--- src/rtl/button_debounce_if.sv ---
// Button conditioner bus: timebase and raw pin in, debounced level and event strobes out.
// The release strobe is btn_release because "release" is a reserved word.
interface button_debounce_if;
  logic tick;
  logic btn_in;
  logic btn_level;
  logic press;
  logic btn_release;
  logic long_press;

  modport master (output tick, btn_in, input btn_level, press, btn_release, long_press);
  modport slave  (input tick, btn_in, output btn_level, press, btn_release, long_press);
endinterface

--- src/rtl/button_debounce.sv ---
// Tick-driven push-button debouncer: 2-flop sync, stable-tick filter, press/release/long-press strobes.
// All outputs are registered and update on the edge that samples the qualifying tick.
module button_debounce #(
  parameter int DEBOUNCE_TICKS = 20,
  parameter int LONG_TICKS     = 1000,
  parameter bit ACTIVE_LOW     = 1'b1
) (
  input  logic             clk,
  input  logic             rst,
  button_debounce_if.slave bus
);
  localparam int DW = (DEBOUNCE_TICKS > 1) ? $clog2(DEBOUNCE_TICKS) : 1;
  localparam int LW = (LONG_TICKS > 1) ? $clog2(LONG_TICKS) : 1;
  localparam logic [DW-1:0] DMAX = DW'(DEBOUNCE_TICKS - 1);
  localparam logic [LW-1:0] LMAX = LW'(LONG_TICKS - 1);

  typedef enum logic [1:0] {IDLE, PRESS_PEND, HELD, RELEASE_PEND} state_t;

  state_t        state, state_n;
  logic [1:0]    sync;
  logic          act;
  logic [DW-1:0] dcnt, dcnt_n;
  logic [LW-1:0] lcnt, lcnt_n;
  logic          long_fired, long_fired_n;
  logic          level, level_n;
  logic          press_q, press_n;
  logic          rel_q, rel_n;
  logic          long_q, long_n;

  // Sync flops idle at the released pin level so reset never looks like a press.
  always_ff @(posedge clk) begin
    if (rst) sync <= {2{ACTIVE_LOW}};
    else     sync <= {sync[0], bus.btn_in};
  end

  assign act = sync[1] ^ ACTIVE_LOW;

  always_ff @(posedge clk) begin
    if (rst) begin
      state      <= IDLE;
      dcnt       <= '0;
      lcnt       <= '0;
      long_fired <= 1'b0;
      level      <= 1'b0;
      press_q    <= 1'b0;
      rel_q      <= 1'b0;
      long_q     <= 1'b0;
    end else begin
      state      <= state_n;
      dcnt       <= dcnt_n;
      lcnt       <= lcnt_n;
      long_fired <= long_fired_n;
      level      <= level_n;
      press_q    <= press_n;
      rel_q      <= rel_n;
      long_q     <= long_n;
    end
  end

  // Input-change exits are tested before tick so a coinciding tick is never counted.
  always_comb begin
    state_n      = state;
    dcnt_n       = dcnt;
    lcnt_n       = lcnt;
    long_fired_n = long_fired;
    level_n      = level;
    press_n      = 1'b0;
    rel_n        = 1'b0;
    long_n       = 1'b0;
    case (state)
      IDLE: begin
        if (act) begin
          state_n = PRESS_PEND;
          dcnt_n  = '0;
        end
      end
      PRESS_PEND: begin
        if (!act) begin
          state_n = IDLE;
        end else if (bus.tick) begin
          if (dcnt == DMAX) begin
            state_n = HELD;
            level_n = 1'b1;
            press_n = 1'b1;
            dcnt_n  = '0;
            lcnt_n  = '0;
          end else begin
            dcnt_n = dcnt + DW'(1);
          end
        end
      end
      HELD: begin
        if (!act) begin
          state_n = RELEASE_PEND;
          dcnt_n  = '0;
        end else if (bus.tick && !long_fired) begin
          if (lcnt == LMAX) begin
            long_n       = 1'b1;
            long_fired_n = 1'b1;
          end else begin
            lcnt_n = lcnt + LW'(1);
          end
        end
      end
      RELEASE_PEND: begin
        // lcnt is frozen here so a release glitch only pauses the long-press timer.
        if (act) begin
          state_n = HELD;
          dcnt_n  = '0;
        end else if (bus.tick) begin
          if (dcnt == DMAX) begin
            state_n      = IDLE;
            level_n      = 1'b0;
            rel_n        = 1'b1;
            long_fired_n = 1'b0;
          end else begin
            dcnt_n = dcnt + DW'(1);
          end
        end
      end
      default: state_n = IDLE;
    endcase
  end

  assign bus.btn_level   = level;
  assign bus.press       = press_q;
  assign bus.btn_release = rel_q;
  assign bus.long_press  = long_q;
endmodule

--- src/flat_wrapper.sv ---
// flat-port wrapper written by rule: the top's interface ports become plain ports
module button_debounce_flat 
#(
  parameter int DEBOUNCE_TICKS = 20,
  parameter int LONG_TICKS     = 1000,
  parameter bit ACTIVE_LOW     = 1'b1
)
  (clk, rst, bus_tick, bus_btn_in, bus_btn_level, bus_press, bus_btn_release, bus_long_press);
  button_debounce_if bus_i ();
  input  logic clk;
  input  logic rst;
  input wire logic [$bits(bus_i.tick)-1:0] bus_tick;
  input wire logic [$bits(bus_i.btn_in)-1:0] bus_btn_in;
  output wire logic [$bits(bus_i.btn_level)-1:0] bus_btn_level;
  output wire logic [$bits(bus_i.press)-1:0] bus_press;
  output wire logic [$bits(bus_i.btn_release)-1:0] bus_btn_release;
  output wire logic [$bits(bus_i.long_press)-1:0] bus_long_press;
  assign bus_i.tick = bus_tick;
  assign bus_i.btn_in = bus_btn_in;
  assign bus_btn_level = bus_i.btn_level;
  assign bus_press = bus_i.press;
  assign bus_btn_release = bus_i.btn_release;
  assign bus_long_press = bus_i.long_press;
  button_debounce #(.DEBOUNCE_TICKS(DEBOUNCE_TICKS), .LONG_TICKS(LONG_TICKS), .ACTIVE_LOW(ACTIVE_LOW)) u_core (.clk(clk), .rst(rst), .bus(bus_i));
endmodule
--- config.mk ---
export PLATFORM = sky130hd
export DESIGN_NAME = button_debounce_flat
export DESIGN_NICKNAME = d
export VERILOG_FILES = /design/src/rtl/button_debounce_if.sv /design/src/rtl/button_debounce.sv /design/src/flat_wrapper.sv
export SDC_FILE = /design/constraint.sdc
export NUM_CORES = 1
export LEC_CHECK = 0
export BUFFER_PORTS_ARGS = -buffer_cell sky130_fd_sc_hd__buf_2
export CAP_MARGIN = 20
export CORE_MARGIN = 5
export CORE_UTILIZATION = 35
export CTS_CLUSTER_DIAMETER = 150
export CTS_CLUSTER_SIZE = 14
export DETAILED_ROUTE_END_ITERATION = 8
export PLACE_DENSITY = 0.6
export SYNTH_ARGS = -nofsm -noshare
export SYNTH_HDL_FRONTEND = slang
export SYNTH_SLANG_ARGS = --single-unit
--- constraint.sdc ---
create_clock -name clk -period 2.47 [get_ports clk]
set_input_delay 0.3705 -clock clk [delete_from_list [all_inputs] [get_ports clk]]
set_output_delay 0.3705 -clock clk [all_outputs]
set_load 0.01 [all_outputs]
* Yosys cells after proc, flatten, opt, wreduce, memory -nomap -nowiden *
Index checks and enable logic that the tools add are counted.

operators by class
  $add $sub $neg = 2
  eq/ne operators = 22
  mux-type cells = 39
  bitwise gates (word level) = 5
  reductions and logical operators = 14

operators with widths
  operator               count
  $mux 10                6
  $mux 5                 8
  $reduce_and 7->1       3
  $pmux 10 s2            1
  $pmux 5 s4             1
  $mux 2                 8
  $mux 1                 12
  $ne 2x1->1 const B     6
  $ne 2x2->1 const B     6
  $reduce_and 6->1       2
  $add 10x1->10 const B  1
  $eq 10x10->1 const B   1
  $ne 3x3->1 const B     3
  $pmux 2 s4             1
  $reduce_bool 2->1      3
  $reduce_or 3->1        2
  $add 5x1->5 const B    1
  $eq 5x5->1 const B     1
  $not 1->1              5
  $eq 2x2->1 const B     2
  $pmux 1 s2             2
  $reduce_or 4->1        1
  $ne 3x1->1 const B     1
  $ne 3x2->1 const B     1
  other kinds (4)        4

storage, ports and cells
  register bits = 24
  logic and storage cells = 91

* Longest topological paths before layout *
  word-level depth = 5
  mapped depth = 7
  depth with buffers taken out = 6

* Worst setup path before layout *
Ideal clock, no wire load.

  path type = register to register
  start point = register u_core.dcnt[0]
  end point = register u_core.lcnt[7]
  setup time = 0.124 ns
  data arrival time = 1.598 ns
  data required time = 2.346 ns
  path slack = 0.748 ns
  stages on the path, launching flop included = 8
  path buffers = 1
  period minus slack after synthesis = 1.722 ns
  cell sequence = dfxtp_1 > ha_1 > and4bb_4 > nand4_4 > buf_6 > a2111oi_4 > xnor2_1 > nor2_1

on the way
  cells in the longest elaborated chain, start to end = 3

RTL lines
  element                     RTL line               RTL
  start: declaration          button_debounce.sv:22  logic [DW-1:0] dcnt, dcnt_n;
  start signal: assignment    button_debounce.sv:50  dcnt <= dcnt_n;
  $eq 5x5->1                  button_debounce.sv:81  if (dcnt == DMAX) begin
  $ne 2x1->1 (no line)        -
  $reduce_and 7->1 (no line)  -
  end signal: assignment      button_debounce.sv:51  lcnt <= lcnt_n;
  end: declaration            button_debounce.sv:23  logic [LW-1:0] lcnt, lcnt_n;

Every way passes these cells.
A chain may end at the register's enable or synchronous reset.

* Final worst setup path *
  start point = register u_core.sync[1]
  end point = register u_core.lcnt[9]

on the way
  cells in the longest elaborated chain, start to end = 2

RTL lines
  element                       RTL line               RTL
  start: declaration            button_debounce.sv:20  logic [1:0] sync;
  start signal: assignment      button_debounce.sv:32  if (rst) sync <= {2{ACTIVE_LOW}};
  start signal: assignment      button_debounce.sv:33  else sync <= {sync[0], bus.btn_in};
  $ne 2x2->1 (no line)          -
  $reduce_and 7->1 (no line) *  -

Every way passes the cells marked *; elsewhere a longest branch is shown, timed or not.

==> impl_metrics.py <==
metrics = {
    "status": {
        "status": "complete, no violations",
    },
    "cts": {
        "clk_path_buf_depth": 2,
        "hold_buffers": 0,
        "numCtsBuffers": 3,
        "clockRootBuffer": "clkbuf_4",
        "cts_max_level": 1,
        "cts_tree": "yes",
        "clock_latency_ps": 320,
        "cts.sinks": 24,
        "post-cts-setup-buffers": 0,
        "ctsResizeCount": 0,
        "clk_pin_slew_ps": 130,
    },
    "setup_path": {
        "rr_worst_depth": 5,
        "slowest_delay_ps": 500,
        "worstReg2RegEnd": "u_core.lcnt[9]$_SDFFE_PP0P_",
        "cp-end-kind": "flip-flop",
        "crit_chain": "nor3b_4 > nand2b_1 > a2111oi_2 > xnor2_1 > nor2_1",
        "rrSetupSlack_ps": 530,
        "start_kind": "flip-flop",
        "cp.required_ps": 2690,
        "crit_family": "simple AND/OR/NAND/NOR gates",
        "crit_slowest_cell": "dfxtp_1",
        "crit_type": "reg2reg",
        "crit_arrival_ps": 2150,
        "worst-path-max-fanout": 13,
        "worstPathBufferInverterCount": 0,
        "reg2reg_from": "u_core.sync[1]$_SDFF_PP1_",
    },
    "die": {
        "start_util": 0.368,
        "die_y_um": 69.7,
        "die_w_um": 69.7,
        "dieArea_um2": 4860,
        "pin_count": 8,
        "row_count": 21,
        "core_um2": 3390,
    },
    "route": {
        "drt_iter0_markers": 37,
        "route.detailed.drc": 0,
        "viasPerCell": 4.99,
        "firstDrtPassIters": 4,
        "dr_total_vias": 929,
        "routedWlPerCell_um": 12.2,
        "finalWirelength_mm": 2.26,
        "antenna_left": 0,
    },
    "pwr": {
        "powerDensity_nw_per_um2": 521,
        "vdd_drop_max_mv": 0.257,
        "power_leakage_nw": 0.461,
        "finalPower_uw": 711,
    },
    "logic_synthesis": {
        "ys_seq_elements": 24,
        "synth_edf_count": 0,
        "async_reset_ff_frac": 0,
        "yosysSeqAreaShare": 0.385,
        "syn_nets": 141,
        "synth_area_um2": 1250,
        "synth_flop_cell": "dfxtp_1",
        "syn_avg_cell_area_um2": 9.24,
        "yosysWarnings": 0,
        "postSynthCellCount": 135,
        "ys_types": 38,
    },
    "grt": {
        "grt_max_degree": 15,
        "antenna_found_initial": 0,
        "use_met2": 0.174,
        "grt_most_used_layer": "met2",
        "overflow": 0,
        "grt_pass1_wl_mm": 4.10,
        "gr-usage-met1": 0.115,
        "grt_pass1_vias": 957,
        "grt_util_met3": 0.0304,
        "grt_use_total": 0.102,
    },
    "timing": {
        "fin_setup_tns_ps": 0,
        "finalHoldViolCount": 0,
        "min_period_ps": 1940,
        "worst_pin_slew_ps": 554,
        "worst_hold_slack_ps": 220,
        "setup_viol": 0,
        "fmax_mhz": 516,
        "final.setup_skew_ps": 2.26,
        "maxSlewViolCount": 0,
        "period_share": 0.785,
        "rsz0062_at_grt": "no",
        "worst_slew_margin_rel": 0.628,
    },
    "placed_design": {
        "dp_cells": 182,
        "gp_congestion": 0.786,
        "io_buffers": 7,
        "hpwl_mm": 1.66,
    },
    "final_layout": {
        "areaGrowthSynthToFinish_pct": 9.33,
        "layout_commonest_cell": "dfxtp_1",
        "final_cell_mix": "24 x dfxtp_1, 17 x nor2_1, 12 x xnor2_1",
        "drive_above_1_share": 0.179,
        "antenna_cells": 0,
        "nets": 147,
        "final_cells": 186,
    },
    "flow_run": {
        "cap_violations": 0,
    },
    "worst_hold_path": {
        "hold_path_end": "u_core.sync[0]$_SDFF_PP1_",
        "min_path_cells": 2,
        "holdCritPathClass": "in2reg",
        "min-delay-start": "bus_btn_in",
    },
}
## through the flow
stage / utilization / setup WS [ps] / instance area, um^2
final: 0.402 / 531 / 1360
after global routing: 0.402 / 332 / 1360
after CTS: 0.402 / 526 / 1360
after detailed placement: 0.387 / 552 / 1310
after global placement: 0.387 / 596 / 1310
after floorplan: - / 748 / 1250
## synthesized netlist by cell type, types with 2 or more instances
| library cell | count | area share |
|---|---|---|
| buf_2 | 2 | 0.0080 |
| a21oi_1 | 6 | 0.024 |
| xnor2_1 | 12 | 0.084 |
| ha_1 | 2 | 0.020 |
| a211oi_1 | 6 | 0.036 |
| nor3_1 | 4 | 0.016 |
| nand2b_1 | 6 | 0.030 |
| clkbuf_1 | 4 | 0.012 |
| inv_1 | 4 | 0.012 |
| nand3_1 | 10 | 0.040 |
| dfxtp_1 | 24 | 0.39 |
| nor2_1 | 17 | 0.051 |
| nor4_1 | 3 | 0.015 |
| or2_2 | 4 | 0.020 |
| nand2_1 | 8 | 0.024 |
## power breakdown
part | total [mW] | switching (mW) | internal [mW]
registers | 0.399 | 0.00689 | 0.392
logic | 0.0281 | 0.0167 | 0.0113
clock network | 0.284 | 0.120 | 0.164
## layout make-up
cell class | instances | area (um^2)
timing repair buffer | 8 | 42.5
sequential | 24 | 480
inverter | 4 | 15.0
multi-input combinational | 100 | 716
clock buffer | 3 | 22.5
fill | 355 | 2030
clock inverter | 1 | 30.0
tap | 46 | 57.6
## registers in the layout (all words and copies together) (netlist names), named ones only
| signal | count |
|---|---|
| u_core.lcnt | 10 |
| u_core.sync | 2 |
| u_core.bus.press | 1 |
| u_core.state | 1 |
| u_core.bus.btn_level | 1 |
| u_core.dcnt | 5 |
| u_core.long_fired | 1 |
| u_core.bus.btn_release | 1 |
| u_core.bus.long_press | 1 |
## per-layer routing
| layer | vias up | wire, um |
|---|---|---|
| met3 | 4 | 72 |
| met2 | 10 | 1090 |
| met5 | - | 0 |
| li1 | 484 | - |
| met4 | 0 | 34 |
| met1 | 431 | 1060 |
## logic make-up (layout without fill, tap and decap cells)
group                    Yosys count  in the layout  share of synthesized area
AO/OA/AOI/OAI                     21             21                      0.138
buffers and inverters             11             16                     0.0411
multiplexers                       1              1                    0.00802
AND/OR/NAND/NOR                   63             63                      0.316
flip-flops                        24             24                      0.385
XOR/XNOR                          13             13                     0.0913
adder cells (fa/ha/maj)            2              2                     0.0201
## worst max path at each step
stage | startpoint | cells past startpoint | slack, ps | endpoint
floorplan | u_core.dcnt[0]$_SDFFE_PP0P_ | 7 | 750 | u_core.lcnt[7]$_SDFFE_PP0P_
global placement | u_core.sync[1]$_SDFF_PP1_ | 5 | 600 | u_core.lcnt[9]$_SDFFE_PP0P_
detailed placement | u_core.sync[1]$_SDFF_PP1_ | 5 | 550 | u_core.lcnt[9]$_SDFFE_PP0P_
CTS | u_core.sync[1]$_SDFF_PP1_ | 5 | 530 | u_core.lcnt[9]$_SDFFE_PP0P_
global route | u_core.sync[1]$_SDFF_PP1_ | 5 | 330 | u_core.lcnt[9]$_SDFFE_PP0P_
finish | u_core.sync[1]$_SDFF_PP1_ | 5 | 530 | u_core.lcnt[9]$_SDFFE_PP0P_
Power figures use the tool's default switching activity.
